## src/rtl/i2c_reg_sequencer.sv

```systemverilog
// Wishbone master that drives i2c_master_top through a full single-byte register write or read.
// One access at a time, 3+ clocks each; commands accepted only when idle and no response is pending.
module i2c_reg_sequencer #(
  parameter logic [15:0] PRESCALE     = 16'h0063,
  parameter logic [15:0] POLL_TIMEOUT = 16'hFFFF
) (
  input  logic       clk,
  input  logic       wb_rst_i,
  input  logic       cmd_valid,
  output logic       cmd_ready,
  input  logic       cmd_rw,
  input  logic [6:0] cmd_dev_addr,
  input  logic [7:0] cmd_reg_addr,
  input  logic [7:0] cmd_wdata,
  output logic       rsp_valid,
  input  logic       rsp_ready,
  output logic [7:0] rsp_rdata,
  output logic [1:0] rsp_err,
  output logic       wb_cyc_o,
  output logic       wb_stb_o,
  output logic       wb_we_o,
  output logic [2:0] wb_adr_o,
  output logic [7:0] wb_dat_o,
  input  logic [7:0] wb_dat_i,
  input  logic       wb_ack_i
);

  typedef enum logic [3:0] {
    S_INIT, S_IDLE, S_LOAD_TXR, S_ISSUE_CR, S_POLL_SR,
    S_CHECK, S_READ_RXR, S_STOP_ERR, S_POLL_BUSY, S_RESP
  } state_t;

  state_t      state_q, state_d;
  logic [1:0]  init_idx_q, init_idx_d;
  logic [1:0]  phase_q, phase_d;
  logic        rw_q, rw_d;
  logic [6:0]  dev_q, dev_d;
  logic [7:0]  reg_q, reg_d;
  logic [7:0]  wdata_q, wdata_d;
  logic        al_q, al_d;
  logic        rxack_q, rxack_d;
  logic [15:0] poll_cnt_q, poll_cnt_d;
  logic [7:0]  rdata_q, rdata_d;
  logic [1:0]  err_q, err_d;
  logic        cyc_q, cyc_d;
  logic        we_q, we_d;
  logic [2:0]  adr_q, adr_d;
  logic [7:0]  dat_q, dat_d;

  logic        acc_req, acc_we;
  logic [2:0]  acc_adr;
  logic [7:0]  acc_dat;
  logic        ack;
  logic [7:0]  phase_byte, phase_cr;
  logic [1:0]  last_phase;
  logic [15:0] poll_cnt_inc;

  assign ack          = cyc_q & wb_ack_i;
  assign last_phase   = rw_q ? 2'd3 : 2'd2;
  assign poll_cnt_inc = poll_cnt_q + 16'd1;

  always_comb begin
    phase_byte = 8'h00;
    phase_cr   = 8'h68;
    case (phase_q)
      2'd0: begin phase_byte = {dev_q, 1'b0}; phase_cr = 8'h90; end
      2'd1: begin phase_byte = reg_q;         phase_cr = 8'h10; end
      2'd2: begin
        phase_byte = rw_q ? {dev_q, 1'b1} : wdata_q;
        phase_cr   = rw_q ? 8'h90 : 8'h50;
      end
      default: ;
    endcase
  end

  always_comb begin
    state_d    = state_q;
    init_idx_d = init_idx_q;
    phase_d    = phase_q;
    rw_d       = rw_q;
    dev_d      = dev_q;
    reg_d      = reg_q;
    wdata_d    = wdata_q;
    al_d       = al_q;
    rxack_d    = rxack_q;
    poll_cnt_d = poll_cnt_q;
    rdata_d    = rdata_q;
    err_d      = err_q;
    acc_req    = 1'b0;
    acc_we     = 1'b0;
    acc_adr    = 3'd0;
    acc_dat    = 8'h00;

    case (state_q)
      S_INIT: begin
        acc_req = 1'b1;
        acc_we  = 1'b1;
        acc_adr = {1'b0, init_idx_q};
        acc_dat = (init_idx_q == 2'd0) ? PRESCALE[7:0] :
                  (init_idx_q == 2'd1) ? PRESCALE[15:8] : 8'h80;
        if (ack) begin
          if (init_idx_q == 2'd2) begin
            init_idx_d = 2'd0;
            state_d    = S_IDLE;
          end else begin
            init_idx_d = init_idx_q + 2'd1;
          end
        end
      end
      S_IDLE: begin
        if (cmd_valid) begin
          rw_d    = cmd_rw;
          dev_d   = cmd_dev_addr;
          reg_d   = cmd_reg_addr;
          wdata_d = cmd_wdata;
          phase_d = 2'd0;
          err_d   = 2'd0;
          rdata_d = 8'h00;
          state_d = S_LOAD_TXR;
        end
      end
      S_LOAD_TXR: begin
        acc_req = 1'b1;
        acc_we  = 1'b1;
        acc_adr = 3'd3;
        acc_dat = phase_byte;
        if (ack) state_d = S_ISSUE_CR;
      end
      S_ISSUE_CR: begin
        acc_req = 1'b1;
        acc_we  = 1'b1;
        acc_adr = 3'd4;
        acc_dat = phase_cr;
        if (ack) begin
          poll_cnt_d = 16'd0;
          state_d    = S_POLL_SR;
        end
      end
      S_POLL_SR: begin
        acc_req = 1'b1;
        acc_adr = 3'd4;
        if (ack) begin
          poll_cnt_d = poll_cnt_inc;
          al_d       = wb_dat_i[5];
          rxack_d    = wb_dat_i[7];
          if (!wb_dat_i[1]) begin
            state_d = S_CHECK;
          end else if (poll_cnt_inc == POLL_TIMEOUT) begin
            err_d   = 2'd3;
            state_d = S_STOP_ERR;
          end
        end
      end
      S_CHECK: begin
        // Lost arbitration means the core already let go of the bus: no STOP needed.
        if (al_q) begin
          err_d   = 2'd2;
          state_d = S_RESP;
        end else if (rxack_q && phase_q != 2'd3) begin
          err_d   = 2'd1;
          state_d = S_STOP_ERR;
        end else if (phase_q == last_phase) begin
          state_d = rw_q ? S_READ_RXR : S_RESP;
        end else begin
          phase_d = phase_q + 2'd1;
          state_d = (phase_q == 2'd2) ? S_ISSUE_CR : S_LOAD_TXR;
        end
      end
      S_READ_RXR: begin
        acc_req = 1'b1;
        acc_adr = 3'd3;
        if (ack) begin
          rdata_d = wb_dat_i;
          state_d = S_RESP;
        end
      end
      S_STOP_ERR: begin
        acc_req = 1'b1;
        acc_we  = 1'b1;
        acc_adr = 3'd4;
        acc_dat = 8'h40;
        if (ack) begin
          poll_cnt_d = 16'd0;
          state_d    = (err_q == 2'd3) ? S_RESP : S_POLL_BUSY;
        end
      end
      S_POLL_BUSY: begin
        acc_req = 1'b1;
        acc_adr = 3'd4;
        if (ack) begin
          poll_cnt_d = poll_cnt_inc;
          if (!wb_dat_i[6]) begin
            state_d = S_RESP;
          end else if (poll_cnt_inc == POLL_TIMEOUT) begin
            err_d   = 2'd3;
            state_d = S_STOP_ERR;
          end
        end
      end
      S_RESP: begin
        if (rsp_ready) state_d = S_IDLE;
      end
      default: state_d = S_INIT;
    endcase
  end

  // Bus outputs are launched from idle and cleared on ack, so every access gets a dead cycle.
  always_comb begin
    cyc_d = cyc_q;
    we_d  = we_q;
    adr_d = adr_q;
    dat_d = dat_q;
    if (ack) begin
      cyc_d = 1'b0;
      we_d  = 1'b0;
      adr_d = 3'd0;
      dat_d = 8'h00;
    end else if (acc_req && !cyc_q) begin
      cyc_d = 1'b1;
      we_d  = acc_we;
      adr_d = acc_adr;
      dat_d = acc_dat;
    end
  end

  always_ff @(posedge clk) begin
    if (wb_rst_i) begin
      state_q    <= S_INIT;
      init_idx_q <= 2'd0;
      phase_q    <= 2'd0;
      rw_q       <= 1'b0;
      dev_q      <= 7'd0;
      reg_q      <= 8'h00;
      wdata_q    <= 8'h00;
      al_q       <= 1'b0;
      rxack_q    <= 1'b0;
      poll_cnt_q <= 16'd0;
      rdata_q    <= 8'h00;
      err_q      <= 2'd0;
      cyc_q      <= 1'b0;
      we_q       <= 1'b0;
      adr_q      <= 3'd0;
      dat_q      <= 8'h00;
    end else begin
      state_q    <= state_d;
      init_idx_q <= init_idx_d;
      phase_q    <= phase_d;
      rw_q       <= rw_d;
      dev_q      <= dev_d;
      reg_q      <= reg_d;
      wdata_q    <= wdata_d;
      al_q       <= al_d;
      rxack_q    <= rxack_d;
      poll_cnt_q <= poll_cnt_d;
      rdata_q    <= rdata_d;
      err_q      <= err_d;
      cyc_q      <= cyc_d;
      we_q       <= we_d;
      adr_q      <= adr_d;
      dat_q      <= dat_d;
    end
  end

  assign cmd_ready = (state_q == S_IDLE);
  assign rsp_valid = (state_q == S_RESP);
  assign rsp_rdata = rdata_q;
  assign rsp_err   = err_q;
  assign wb_cyc_o  = cyc_q;
  assign wb_stb_o  = cyc_q;
  assign wb_we_o   = we_q;
  assign wb_adr_o  = adr_q;
  assign wb_dat_o  = dat_q;

endmodule

```

## config.mk

```make
export PLATFORM = sky130hd
export DESIGN_NAME = i2c_reg_sequencer
export DESIGN_NICKNAME = d
export VERILOG_FILES = /design/src/rtl/i2c_reg_sequencer.sv
export SDC_FILE = /design/constraint.sdc
export NUM_CORES = 1
export LEC_CHECK = 0
export ABC_AREA = 1
export BUFFER_PORTS_ARGS = -buffer_cell sky130_fd_sc_hd__buf_2
export CORE_MARGIN = 2
export CORE_UTILIZATION = 30
export DETAILED_ROUTE_END_ITERATION = 8
export SYNTH_ARGS = -nofsm -noshare
export SYNTH_HDL_FRONTEND = slang
export SYNTH_SLANG_ARGS = --single-unit
export TNS_END_PERCENT = 10
```

## constraint.sdc

```tcl
create_clock -name clk -period 1.9 [get_ports clk]
set_input_delay 0.19 -clock clk [delete_from_list [all_inputs] [get_ports clk]]
set_output_delay 0.19 -clock clk [all_outputs]
set_load 0.01 [all_outputs]
```

Yosys cells after proc, flatten, opt, wreduce, memory -nomap -nowiden
Index checks and enable logic that the tools add are counted.
- bits in registers: 73
- latch bits: 0
- memory bits (writable): 0
- memory bits (read-only): 0
- input bits: 37
- output and inout port bits: 26
- word-level logic and storage cells: 131
- memories: 0
- add/sub/neg operators: 3
- $mul: 0
- div/mod/pow operators: 0
- order comparisons: 0
- eq/ne operators: 35
- shift-type cells: 0
- mux-type cells: 51
- bitwise logic cells: 1
- reductions and logical operators: 25
- operator list (operator ; number):
    two-way mux 4 bit ; 17
    two-way mux 8 bit ; 6
    one-hot mux 8 bit (3 select lines) ; 2
    one-hot mux 4 bit (10 select lines) ; 1
    two-way mux 16 bit ; 2
    one-hot mux 16 bit (2 select lines) ; 1
    one-hot mux 8 bit (4 select lines) ; 1
    != test 2 bit (second input constant) ; 15
    two-way mux 2 bit ; 12
    adder 16 x 1 -> 16 bit (second input constant) ; 1
    == test 16 bit (second input constant) ; 1
    == test 4 x 3 -> 1 bit (second input constant) ; 4
    one-hot mux 8 bit (2 select lines) ; 1
    AND reduction 10 bit ; 1
    one-hot mux 3 bit (3 select lines) ; 1
    == test 4 x 2 -> 1 bit (second input constant) ; 2
    == test 4 bit (second input constant) ; 2
    one-hot mux 2 bit (4 select lines) ; 1
    OR reduction 2 bit ; 4
    OR reduction 4 bit ; 2
    AND reduction 7 bit ; 1
    OR reduction 7 bit ; 1
    == test 2 bit (second input constant) ; 3
    != test 2 x 1 -> 1 bit (second input constant) ; 3
    other kinds (17) ; 30

Depth between registers and ports, before layout
Gate-level depths: netlist (run 1).
- depth in word-level cells: 6
- mapped depth: 14
- mapped depth without buffers: 14

Worst setup path after synthesis (run 1)
No wires, ideal clock.
- kind: register to register
- start point: reg poll_cnt_q[1]
- end point: reg state_q[1]
- library setup time: 0.068 ns
- arrival time: 1.587 ns
- required time: 1.832 ns
- slack: 0.245 ns
- stages on the path, launching flop included: 14
- buffers on the path: 0
- period minus slack after synthesis: 1.655 ns
- cells stage by stage: dfxtp_1 -> ha_1 -> nand3_2 -> nor2_2 -> nand2_1 -> nand2_1 -> nand3_1 -> nor3_2 -> nand2_2 -> nand2_1 -> nand2_1 -> nand2_1 -> nand2_1 -> a21oi_2
- word-level cells in the longest chain between the ends: 6
- elaborated cells between the ends (all ways): 8
- those cells by class: add/sub (1); eq/ne (1); mux (6)
- RTL lines (item ; RTL line ; RTL):
    from (decl) ; 42 ; logic [15:0] poll_cnt_q, poll_cnt_d;
    from (signal assigned) ; 254 ; poll_cnt_q <= poll_cnt_d;
    adder 16 x 1 -> 16 bit (*) ; 60 ; assign poll_cnt_inc = poll_cnt_q + 16'd1;
    == test 16 bit (*) ; 148, 194 ;
    two-way mux 4 bit (*) ; n/a ;
    two-way mux 4 bit, on equally long branches (2 in a row) ; n/a ;
    one-hot mux 4 bit (10 select lines) (*) ; n/a ;
    to (signal assigned) ; 245 ; state_q <= state_d;
    to (decl) ; 33 ; state_t state_q, state_d;
Every way passes the cells marked *; elsewhere a longest branch is shown, timed or not. The select of a mux whose other input is x is not followed.
A chain may end at the register's enable or synchronous reset.

Worst setup path in the final report (run 1)
Same ends and word-level chain as after synthesis.

==> results of run 1 <==
-- placed cells by master (no fill, tap or decap), drive strengths merged, types with 2 or more instances in the layout --
cell / netlist / final
nand2: 142 / 142
nor2: 86 / 86
buf: 5 / 81
dfxtp: 73 / 73
inv: 72 / 73
a21oi: 55 / 55
o21ai: 55 / 55
nand3: 18 / 18
clkbuf: 11 / 11
nand4: 8 / 8
ha: 6 / 6
nor3: 6 / 6
a31oi: 4 / 4
a221oi: 4 / 4
a211oi: 3 / 3
clkinv: 1 / 3
o221ai: 2 / 2
xnor2: 2 / 2
a311oi: 2 / 2
o21bai: 2 / 2
-- final cells by class --
cell class	instances	area [um^2]	share of cell area
Multi-Input combinational cell	404	2100	0.434
Clock buffer	11	243	0.0501
Clock inverter	5	63.8	0.0132
Tap cell	172	215	0.0445
Sequential cell	73	1470	0.304
Inverter	73	277	0.0571
Timing Repair Buffer	81	469	0.0969
-- per-layer routing --
layer | global-route usage | vias up | routed length [um]
met3 | 0.0431 | 9 | 527
met4 | 0.0540 | 0 | 122
met5 | 0 | - | 0
met1 | 0.197 | 1756 | 4820
li1 | - | 1993 | -
met2 | 0.259 | 92 | 4810
-- flip-flops by register name (all words and copies together), names as in the netlist --
signal      flops
poll_cnt_q     16
reg_q           8
rsp_rdata       8
wb_dat_o        8
wdata_q         8
dev_q           7
state_q         4
wb_adr_o        3
init_idx_q      2
phase_q         2
rsp_err         2
al_q            1
rw_q            1
rxack_q         1
wb_cyc_o        1
wb_we_o         1
-- worst max-delay path by stage --
| stage | from | depth (start not counted) | to |
|---|---|---|---|
| floorplan | poll_cnt_q[1]$_SDFFE_PP0P_ | 13 | state_q[1]$_SDFFE_PP0P_ |
| global placement | phase_q[0]$_SDFFE_PP0P_ | 10 | wb_dat_o[4]$_SDFFE_PP0P_ |
| detailed placement | phase_q[0]$_SDFFE_PP0P_ | 10 | wb_dat_o[4]$_SDFFE_PP0P_ |
| CTS | phase_q[0]$_SDFFE_PP0P_ | 10 | wb_dat_o[4]$_SDFFE_PP0P_ |
| global route | poll_cnt_q[1]$_SDFFE_PP0P_ | 15 | state_q[1]$_SDFFE_PP0P_ |
| finish | poll_cnt_q[1]$_SDFFE_PP0P_ | 13 | state_q[1]$_SDFFE_PP0P_ |
-- cell families (layout without fill, tap and decap cells) --
group,count (synthesis),in the layout,synth area share
AOI/OAI and AO/OA,133,133,0.199
xor gates and xnor gates,3,3,0.00692
DFF,73,73,0.385
adders and majority gates,6,6,0.0198
buffers and inverters,89,170,0.0903
and+or+nand+nor,262,262,0.299
-- power by group --
| part | switching [mW] | internal (mW) | total (mW) |
|---|---|---|---|
| registers | 0.0161 | 1.56 | 1.57 |
| logic | 0.125 | 0.0843 | 0.209 |
| clock network | 0.669 | 1.06 | 1.73 |
-- worst reg2reg max path, stage by stage (launching register included) --
cell	delay, ns
dfxtp_2	0.36
buf_6	0.13
nand2_4	0.05
nor2_4	0.19
nand2_2	0.12
o21bai_4	0.15
nand2_1	0.08
nor3_2	0.17
nand2_2	0.13
nand2_1	0.08
nand2_1	0.05
nand2_1	0.05
nand2_1	0.07
a21oi_2	0.12
-- Yosys cell counts, types with 3 or more instances --
library cell	count	area share
nand3_1	17	0.022
a211oi_1	3	0.0059
dfxtp_1	73	0.38
ha_1	6	0.020
a221oi_1	4	0.0092
nand2_2	6	0.0099
a21oi_1	52	0.069
nor3_1	4	0.0053
nor2_1	74	0.073
nor2_4	7	0.021
buf_2	4	0.0053
nor2_2	5	0.0082
a21oi_2	3	0.0069
o21ai_1	8	0.011
nand4_1	8	0.013
o21ai_0	47	0.062
inv_1	60	0.059
nand2_1	136	0.13
inv_2	12	0.012
clkbuf_1	11	0.011
a31oi_1	4	0.0066
-- stage by stage --
stage          setup WS [ns]  setup TNS, ns
2_1_floorplan          0.245              0
3_3_place_gp          0.0888              0
3_5_place_dp         0.00517              0
4_1_cts               0.0541              0
5_1_grt              -0.0745         -0.133
6_report              0.0895              0
-- timing repair --
| action | 4_1_cts | 5_1_grt |
|---|---|---|
| pin swaps | 0 | 15 |
| hold buffers | 0 | 0 |
| resized for setup | 1 | 39 |
| hold endpoints to repair | 0 | 0 |
| setup endpoints to repair | 1 | 14 |
| setup buffers | 0 | 2 |
==> reports/metrics.csv, run 1 <==
stage,metric,value,unit
worst_setup_path,critPathSlowestCell,dfxtp_2,
worst_setup_path,cp-start-kind,register,
floorplanning,die_h,116,um
drt,remaining_drc_errors,0,
clocking,cts_buffers,9,
final_layout,finalNetCount,685,
final_layout,post-route-util,0.388,
timing,slew_headroom,0.777,
power,total_power,3.51,mW
worst_setup_path,r2r_cells,13,
final_layout,area_delta_synth_final,27.5,%
timing,rsz0062_at_grt,yes,
worst_setup_path,crit_chain,"buf_6, nand2_4, nor2_4, nand2_2, o21bai_4, nand2_1, nor3_2, nand2_2, nand2_1, nand2_1, nand2_1, nand2_1, a21oi_2",
logic_synthesis,yosysWarnings,0,
global_routing,antenna_found_initial,0,
place,placed_cells,801,
timing,period_minus_slack,1.81,ns
worst_setup_path,slowest_delay,0.36,ns
drt,vias,3850,
global_routing,grt_pass1_vias,3681,
worst_setup_path,cp.arrival,2.08,ns
clocking,clockBufferDepth,2,
final_layout,drive_gt1_frac,0.253,
timing,max_freq,552,MHz
place,port-buffer-count,62,
power,irDropWorstVdd,0.454,mV
logic_synthesis,synth_cell_types,39,
final_layout,stdcell_area,0.00484,mm^2
min_path,worstHoldPathType,in2reg,
timing,slew_viol_final,0,
clocking,htreeDepth,3,
worst_setup_path,cp.buffers_inverters,1,
worst_setup_path,cp_max_fo,6,
floorplanning,fp.dieW,116,um
drt,via_per_inst,4.70,
floorplanning,coreArea,0.0125,mm^2
clocking,cts-root-buf,clkbuf_16,
timing,clock_skew,0.00776,ns
global_routing,grt_usage,0.157,
drt,firstDrtPassIters,4,
logic_synthesis,synthCells,566,
floorplanning,die_area,0.0136,mm^2
place,gp_congestion,0.845,
logic_synthesis,synth-main-ff-cell,dfxtp_1,
global_routing,grt_max_degree,34,
worst_setup_path,end_kind,register,
min_path,min_path_cells,3,
worst_setup_path,regToRegSetupSlack,0.09,ns
timing,hold_viol_final,0,
clocking,worstSkewPairLatency,0.34,ns
logic_synthesis,synth.cell_area,0.00380,mm^2
worst_setup_path,cp.required,2.17,ns
status,outcome,"complete, no violations",
drt,drtAntennaViolNets,0,
global_routing,overflow,0,
run,drv_cap,0,
power,powerDensity,725,mW/mm^2
floorplanning,initial_core_util,0.305,
worst_setup_path,rr_startpoint,poll_cnt_q[1]$_SDFFE_PP0P_,
final_layout,fillerInstances,1342,
clocking,cts.sinks,73,
logic_synthesis,synthArstFlopShare,0,
clocking,cts.clk_slew.worst_paths,0.06,ns
timing,fin_crit_sh,0.953,
logic_synthesis,postSynthAreaPerCell,6.71,um^2
power,p_leak,2.09,nW
floorplanning,row_count,41,
timing,worst_slew_pin_slew,0.334,ns
final_layout,fin_cells,819,
timing,hold-worst-slack,0.0701,ns
drt,totalWireLength,10300,um
logic_synthesis,yosys_register_bits,73,
logic_synthesis,synth_edf_count,0,
logic_synthesis,ys_seq_area_frac,0.385,
worst_setup_path,path_delay_family,simple AND/OR/NAND/NOR gates,
floorplanning,ioPinCount,63,
worst_setup_path,timing.rr.end,state_q[1]$_SDFFE_PP0P_,
min_path,hp-start,cmd_reg_addr[6],
final_layout,n_antenna_cell,0,
place,place_area,0.00439,mm^2
drt,drt_iter0_drc,218,
place,hpwl,7720,um
worst_setup_path,path_common_cell,nand2_1,
drt,wire_per_inst,12.6,um
worst_setup_path,criticalPathCategory,reg2reg,
clocking,cts_tree,done,
min_path,min_to,reg_q[6]$_SDFFE_PP0P_,
timing,setup_viol,0,
logic_synthesis,syn_nets,609,
global_routing,grt_pass1_wl,16800,um
No activity file was read; power rests on OpenSTA's default activity.
==> inputs of run 2 (changes only) <==
--- a/config.mk
+++ b/config.mk
@@ -5,7 +5,6 @@
 export SDC_FILE = /design/constraint.sdc
 export NUM_CORES = 1
 export LEC_CHECK = 0
-export ABC_AREA = 1
 export BUFFER_PORTS_ARGS = -buffer_cell sky130_fd_sc_hd__buf_2
 export CORE_MARGIN = 2
 export CORE_UTILIZATION = 30
==> run 2 against run 1 <==
  * The run now ends with negative setup slack left
  * Critical path depth down 7
  * Worst setup slack worse by 0.55 ns
  * Worst hold slack better by 0.012 ns
  * Final cell count up 2.4%
  * Sequential share of layout area down 3.5 points
  * Sequential power up 7%
==> reports/metrics.csv, run 2 <==
stage,metric,value,unit,change
floorplanning,initial_core_util,0.304,,about the same
worst_setup_path,cp.required,2.15,ns,-0.02 ns
clocking,cts.clk_slew.worst_paths,0.06,ns,about the same
final_layout,n_antenna_cell,0,,unchanged
global_routing,antenna_found_initial,0,,unchanged
power,p_int,3.16,mW,+17%
logic_synthesis,yosys-top-cells-count,"nand2_1 (84), dfxtp_1 (73), nor2_1 (65), a21oi_1 (60), clkbuf_1 (33)",,
clocking,cts_buffers,9,,unchanged
timing,setup_viol,6,,+6
final_layout,layout_common_cells,"buf_4 (98), nand2_1 (83), dfxtp_1 (65)",,
power,p_leak,2.10,nW,+0.57%
clocking,htreeDepth,3,,unchanged
logic_synthesis,synth.top_cell.area_share,0.367,,-0.0180
final_layout,post-route-util,0.419,,+0.0307
drt,vias,4381,,+14%
final_layout,largest_reg_flops,16,,unchanged
power,pwr-share-comb,0.233,,+0.174
run,drv_cap,0,,unchanged
floorplanning,row_count,42,,+2.4%
power,p_sw,1.34,mW,+66%
worst_setup_path,critPathSlowestCell,or4_4,,
floorplanning,ioPinCount,63,,unchanged
power,powerDensity,822,mW/mm^2,+13%
logic_synthesis,synthArstFlopShare,0,,unchanged
worst_setup_path,path_delay_family,simple AND/OR/NAND/NOR gates,,
timing,period_minus_slack,2.36,ns,+0.545 ns
final_layout,drive_gt1_frac,0.321,,+0.0678
logic_synthesis,yosysWarnings,0,,unchanged
global_routing,grt_pass1_vias,4303,,+17%
drt,drtAntennaViolNets,0,,unchanged
drt,firstDrtPassIters,5,,+1
worst_setup_path,cp.buffers_inverters,0,,-1
timing,max_freq,425,MHz,-23%
global_routing,grt_max_degree,25,,-26%
logic_synthesis,synth-main-ff-cell,dfxtp_1,,
worst_setup_path,slowest_delay,0.55,ns,+0.19 ns
worst_setup_path,cp-start-kind,register,,
logic_synthesis,syn_nets,573,,-5.9%
clocking,clockBufferDepth,2,,unchanged
worst_setup_path,end_kind,register,,
logic_synthesis,synth_edf_count,0,,unchanged
timing,slew_viol_final,0,,unchanged
drt,drt_iter0_drc,256,,+17%
final_layout,regMostFlops,poll_cnt_q,,
clocking,cts-root-buf,clkbuf_16,,
worst_setup_path,cp_max_fo,6,,unchanged
drt,remaining_drc_errors,0,,unchanged
power,irDropWorstVdd,0.356,mV,-22%
place,port-buffer-count,62,,unchanged
final_layout,stdcell_area,0.00548,mm^2,+13%
drt,totalWireLength,12500,um,+21%
final_layout,multiInputGateArea,0.00236,mm^2,+12%
timing,worst_slack,-0.456,ns,-0.545 ns
clocking,cts.sinks,73,,unchanged
worst_setup_path,criticalPathCategory,reg2reg,,
global_routing,grt_pass1_wl,20400,um,+21%
floorplanning,fp.dieW,119,um,+2.3%
timing,rsz0062_at_grt,yes,,
logic_synthesis,yosys_register_bits,73,,unchanged
timing,clock_skew,0.00430,ns,-0.00345 ns
final_layout,area_delta_synth_final,37.7,%,
clocking,cts_tree,done,,
final_layout,regArea,0.00148,mm^2,+0.17%
min_path,worstHoldPathType,in2reg,,
power,swShare,0.298,,+0.0675
clocking,worstSkewPairLatency,0.34,ns,about the same
status,outcome,"complete, but fails checks",,
logic_synthesis,synth.area.top_cells,"dfxtp_1 (37%), nand2_1 (7.9%), a21oi_1 (7.5%)",,
drt,wire_per_inst,14.9,um,+18%
power,clockPowerShare,0.395,,-0.098
floorplanning,die_area,0.0142,mm^2,+4.7%
final_layout,final_common_cell,buf_4,,
logic_synthesis,ys_seq_area_frac,0.367,,-0.0180
logic_synthesis,synthCells,530,,-6.4%
floorplanning,coreArea,0.0131,mm^2,+5.0%
place,hpwl,9010,um,+17%
drt,via_per_inst,5.22,,+11%
floorplanning,die_h,119,um,+2.3%
global_routing,overflow,0,,unchanged
timing,slew_headroom,0.652,,-0.125
status,failed_checks,negative setup slack,,
logic_synthesis,synth.cell_area,0.00398,mm^2,+4.9%
clocking,postCtsHoldBufs,0,,unchanged
final_layout,finalNetCount,701,,+2.3%
timing,hold_viol_final,0,,unchanged
worst_setup_path,cp.arrival,2.61,ns,+0.53 ns
global_routing,grt_usage,0.178,,+0.0214
timing,fin_crit_sh,1.24,,+0.287
logic_synthesis,synth_cell_types,60,,+54%
logic_synthesis,yosysMostFrequentCell,nand2_1,,
timing,worst_slew_pin_slew,0.520,ns,+0.186 ns
final_layout,fillerInstances,1318,,-1.8%
logic_synthesis,yosysTopAreaCell,dfxtp_1,,
worst_setup_path,crit_chain,"nand3_2, or2_1, or4_1, a311o_1, or4_4, a221oi_2",,
place,place_area,0.00503,mm^2,+14%
place,gp_congestion,0.910,,+7.7%
power,p_seq_frac,0.372,,-0.076
logic_synthesis,postSynthAreaPerCell,7.51,um^2,+12%
## run 2: cell types whose count changed after synthesis, sizes merged, moves of 10 or more
cell    previous run  this run
inv               72        10
nand2            142        84
o21ai             55        19
clkbuf            11        33
nor2              86        65
a22oi              1        13
a211oi             3        13
a31oi              4        14
## run 2: power by group through the flow
stage | clock, mW | sequential [mW] | combinational (mW)
2_1_floorplan | 0 | 1.72 | 0.563
3_3_place_gp | 0 | 1.70 | 1.01
3_5_place_dp | 0 | 1.71 | 1.02
4_1_cts | 1.82 | 1.68 | 1.03
5_1_grt | 1.90 | 1.69 | 1.15
6_report | 1.78 | 1.68 | 1.05
## run 2: final cells by class
cell class / count / share of cell area
multi-input cells: 402 / 0.430
flip-flops and latches: 73 / 0.269
repair buffers: 162 / 0.196
clock buffers: 11 / 0.0461
well taps: 176 / 0.0402
clock inverters: 5 / 0.0112
inverters: 10 / 0.00685
## run 2: repair_timing
| item | 4_1_cts | 5_1_grt |
|---|---|---|
| pin swaps | 6 | 7 |
| buffers inserted | 6 | 1 |
| setup endpoints to repair | 13 | 29 |
| gates resized for setup | 14 | 12 |
## run 2: layer usage
| metal | share of wire | wire [um] | global-route usage |
|---|---|---|---|
| met5 | 0 | 0 | 0 |
| met2 | 0.49 | 6080 | 0.297 |
| met1 | 0.44 | 5530 | 0.223 |
| met3 | 0.043 | 539 | 0.0350 |
| met4 | 0.025 | 307 | 0.0804 |
## run 2: worst reg2reg max path: stages, from the launching register on
cell      delay (ns)
dfxtp_2         0.33
nand3_2         0.08
or2_1           0.25
or4_1           0.47
a311o_1         0.28
or4_4           0.55
a221oi_2        0.31
## run 2: cells by family after synthesis
family,Yosys count,synth area share
DFF,73,0.367
and+or+nand+nor,227,0.265
buffers and inverters,55,0.0622
xor gates and xnor gates,3,0.00660
adders and majority gates,6,0.0188
muxes,9,0.0229
AOI/OAI and AO/OA,157,0.257
## run 2: worst paths after layout
check	depth (start not counted)	startpoint	endpoint	slack [ns]
min	3	cmd_reg_addr[6]	reg_q[6]$_SDFFE_PP0P_	0.08
max	6	poll_cnt_q[4]$_SDFFE_PP0P_	state_q[2]$_SDFFE_PP0P_	-0.46
max reg2reg	6	poll_cnt_q[4]$_SDFFE_PP0P_	state_q[2]$_SDFFE_PP0P_	-0.46
min reg2reg	2	wb_dat_o[3]$_SDFFE_PP0P_	wb_dat_o[3]$_SDFFE_PP0P_	0.45
## run 2: per-stage QoR
stage	hold slack, ns	setup WS [ns]	power [mW]	std cells	setup TNS (ns)
5_1_grt	0.0889	-0.541	4.74	839	-3.06
4_1_cts	0.0727	-0.411	4.53	838	-2.09
2_1_floorplan	0.326	-0.619	2.28	530	-7.87
3_3_place_gp	0.430	-0.464	2.71	816	-2.55
3_5_place_dp	0.439	-0.509	2.73	816	-3.00
6_report	0.0819	-0.456	4.51	839	-2.24
==> inputs of run 3 (changes only) <==
--- a/config.mk
+++ b/config.mk
@@ -6,7 +6,7 @@
 export NUM_CORES = 1
 export LEC_CHECK = 0
 export BUFFER_PORTS_ARGS = -buffer_cell sky130_fd_sc_hd__buf_2
-export CORE_MARGIN = 2
+export CORE_MARGIN = 5
 export CORE_UTILIZATION = 30
 export DETAILED_ROUTE_END_ITERATION = 8
 export SYNTH_ARGS = -nofsm -noshare
==> run 3 against run 2 <==
  * The run still ends with negative setup slack left
  * Cell area is 2.0% higher
  * Clock skew grew 0.0027 ns
  * Power is 2.5% higher
  * Highest routed layer unchanged
==> reports/metrics.csv, run 3 (synthesis results as in run 2) <==
stage,metric,value,unit,change
power,clockPowerShare,0.399,,+0.004
floorplanning,die_h,125,um,+5.0%
place,port-buffer-count,62,,unchanged
run,drv_cap,0,,unchanged
power,p_seq_frac,0.362,,-0.010
floorplanning,die_area,0.0157,mm^2,+10%
global_routing,grt_usage,0.159,,-0.0192
drt,drtAntennaViolNets,0,,unchanged
timing,slew_viol_final,0,,unchanged
status,outcome,"complete, but fails checks",,
clocking,cts-root-buf,clkbuf_16,,
clocking,worstSkewPairLatency,0.35,ns,about the same
global_routing,overflow,0,,unchanged
status,failed_checks,negative setup slack,,
min_path,worstHoldPathType,in2reg,,
final_layout,drive_gt1_frac,0.340,,+0.0186
power,pwr-share-comb,0.239,,+0.006
worst_setup_path,path_delay_family,simple AND/OR/NAND/NOR gates,,
global_routing,antenna_found_initial,0,,unchanged
floorplanning,row_count,42,,unchanged
timing,worst_slack,-0.372,ns,+0.0840 ns
power,irDropWorstVdd,0.398,mV,+12%
timing,max_freq,440,MHz,+3.7%
final_layout,final_common_cell,buf_4,,
worst_setup_path,critPathSlowestCell,or4_4,,
timing,slew_headroom,0.680,,+0.0280
drt,totalWireLength,12500,um,+0.63%
worst_setup_path,rr_startpoint,poll_cnt_q[0]$_SDFFE_PP0P_,,
worst_setup_path,cp.required,2.16,ns,about the same
power,p_leak,2.14,nW,+1.8%
min_path,hp-start,cmd_reg_addr[6],,
drt,drt_iter0_drc,240,,-6.3%
clocking,cts_tree,done,,
final_layout,n_antenna_cell,0,,unchanged
worst_setup_path,crit_cells,8,,+2
worst_setup_path,cp.buffers_inverters,1,,+1
worst_setup_path,cp-start-kind,register,,
clocking,cts_buffers,9,,unchanged
floorplanning,fp.dieW,125,um,+5.0%
clocking,htreeDepth,3,,unchanged
worst_setup_path,cp_max_fo,6,,unchanged
timing,fin_crit_sh,1.20,,-0.0442
floorplanning,ioPinCount,63,,unchanged
floorplanning,initial_core_util,0.303,,-0.00122
final_layout,fillerInstances,1359,,+3.1%
timing,clock_skew,0.00698,ns,+0.00268 ns
worst_setup_path,criticalPathCategory,reg2reg,,
worst_setup_path,cp.arrival,2.53,ns,-0.08 ns
floorplanning,coreArea,0.0131,mm^2,+0.40%
worst_setup_path,r2r_cells,8,,+2
worst_setup_path,critPathLaunch,poll_cnt_q[0]$_SDFFE_PP0P_,,
final_layout,finalNetCount,706,,+0.71%
final_layout,layout_common_cells,"buf_4 (102), nand2_1 (83), dfxtp_1 (67)",,
worst_setup_path,regToRegSetupSlack,-0.37,ns,+0.08 ns
power,p_int,3.27,mW,+3.3%
drt,wire_per_inst,14.9,um,about the same
timing,setup_viol,6,,unchanged
final_layout,area_delta_synth_final,40.4,%,
timing,worst_slew_pin_slew,0.480,ns,-0.0401 ns
place,gp_congestion,0.878,,-3.5%
drt,vias,4325,,-1.3%
worst_setup_path,end_kind,register,,
global_routing,grt_pass1_vias,4141,,-3.8%
timing,period_minus_slack,2.27,ns,-0.0840 ns
drt,remaining_drc_errors,0,,unchanged
global_routing,grt_max_degree,25,,unchanged
timing,rsz0062_at_grt,yes,,
timing,hold_viol_final,0,,unchanged
final_layout,largest_reg_flops,16,,unchanged
final_layout,regMostFlops,poll_cnt_q,,
power,swShare,0.293,,-0.00530
worst_setup_path,slowest_delay,0.61,ns,+0.06 ns
drt,firstDrtPassIters,4,,-1
clocking,clockBufferDepth,2,,unchanged
final_layout,post-route-util,0.426,,+0.00651
global_routing,grt_pass1_wl,20500,um,+0.54%
place,hpwl,9520,um,+5.6%
power,p_sw,1.35,mW,+0.70%
clocking,cts.sinks,73,,unchanged
power,powerDensity,827,mW/mm^2,+0.55%
worst_setup_path,cp-endpoint,state_q[2]$_SDFFE_PP0P_,,
timing,fin_tns_setup,-1.93,ns,+0.311 ns
place,place_ws,-0.510,ns,-0.00175 ns
worst_setup_path,crit_chain,"ha_4, and4_4, buf_4, nor4_1, o21a_1, o22ai_1, or4_4, a221oi_2",,
drt,via_per_inst,5.12,,-1.9%
worst_setup_path,timing.rr.end,state_q[2]$_SDFFE_PP0P_,,
clocking,cts.clk_slew.worst_paths,0.06,ns,about the same
-- run 3: cell types whose count changed in the layout (fill, tap and decap cells not counted), sizes merged --
cell and delta:
clkbuf -1, clkinvlp +1, buf +5, bufinv +1, clkinv -1
-- run 3: per-stage QoR --
stage	area, um^2	hold WS (ns)	instances	power, mW
final	5590	0.0753	844	4.62
after global routing	5590	0.0778	844	4.84
after CTS	5460	0.0657	843	4.64
after detailed placement	5090	0.437	824	2.77
after global placement	5090	0.433	824	2.76
after floorplan	4000	0.326	530	2.28
-- run 3: cell type report --
cell class,instances,area [um^2],share of cell area
multi-input combinational,402,2420,0.433
clock inverter,6,90.1,0.0161
inverter,10,37.5,0.00671
tap,176,220,0.0394
clock buffer,10,229,0.0410
sequential,73,1470,0.264
timing repair buffer,167,1120,0.200
-- run 3: power groups by stage --
| stage | clock [mW] | sequential, mW | combinational [mW] |
|---|---|---|---|
| after floorplan | 0 | 1.72 | 0.563 |
| after global placement | 0 | 1.70 | 1.05 |
| after detailed placement | 0 | 1.71 | 1.07 |
| after CTS | 1.88 | 1.67 | 1.09 |
| after global routing | 1.94 | 1.68 | 1.21 |
| final | 1.84 | 1.67 | 1.10 |
-- run 3: worst reg2reg max path, stage by stage, from the launching register on --
cell	delay, ns
dfxtp_4	0.36
ha_4	0.17
and4_4	0.16
buf_4	0.13
nor4_1	0.29
o21a_1	0.15
o22ai_1	0.07
or4_4	0.61
a221oi_2	0.26
-- run 3: metal layers --
metal  GRT usage  wire length [um]  up-vias
li1            -                 -     2176
met1       0.198              5630     2053
met2       0.271              6180       79
met3      0.0426               569       17
met4      0.0446               153        0
met5           0                 0        -
-- run 3: worst min path at each step --
stage	slack [ns]	endpoint	cells after the start
after global routing	0.08	dev_q[5]$_SDFFE_PP0P_	3
after CTS	0.07	reg_q[6]$_SDFFE_PP0P_	3
final	0.08	reg_q[6]$_SDFFE_PP0P_	3
after detailed placement	0.44	reg_q[6]$_SDFFE_PP0P_	3
after global placement	0.43	dev_q[1]$_SDFFE_PP0P_	3
after floorplan	0.33	wdata_q[0]$_SDFFE_PP0P_	2
-- run 3: repair_timing --
| action | in CTS | in global routing |
|---|---|---|
| pin swaps | 5 | 13 |
| endpoints found under the setup margin | 16 | 33 |
| hold buffers | 0 | 0 |
| endpoints found under the hold margin | 0 | 0 |
| buffers inserted | 3 | 1 |
| gates resized for setup | 11 | 30 |
| gates cloned | 0 | 0 |
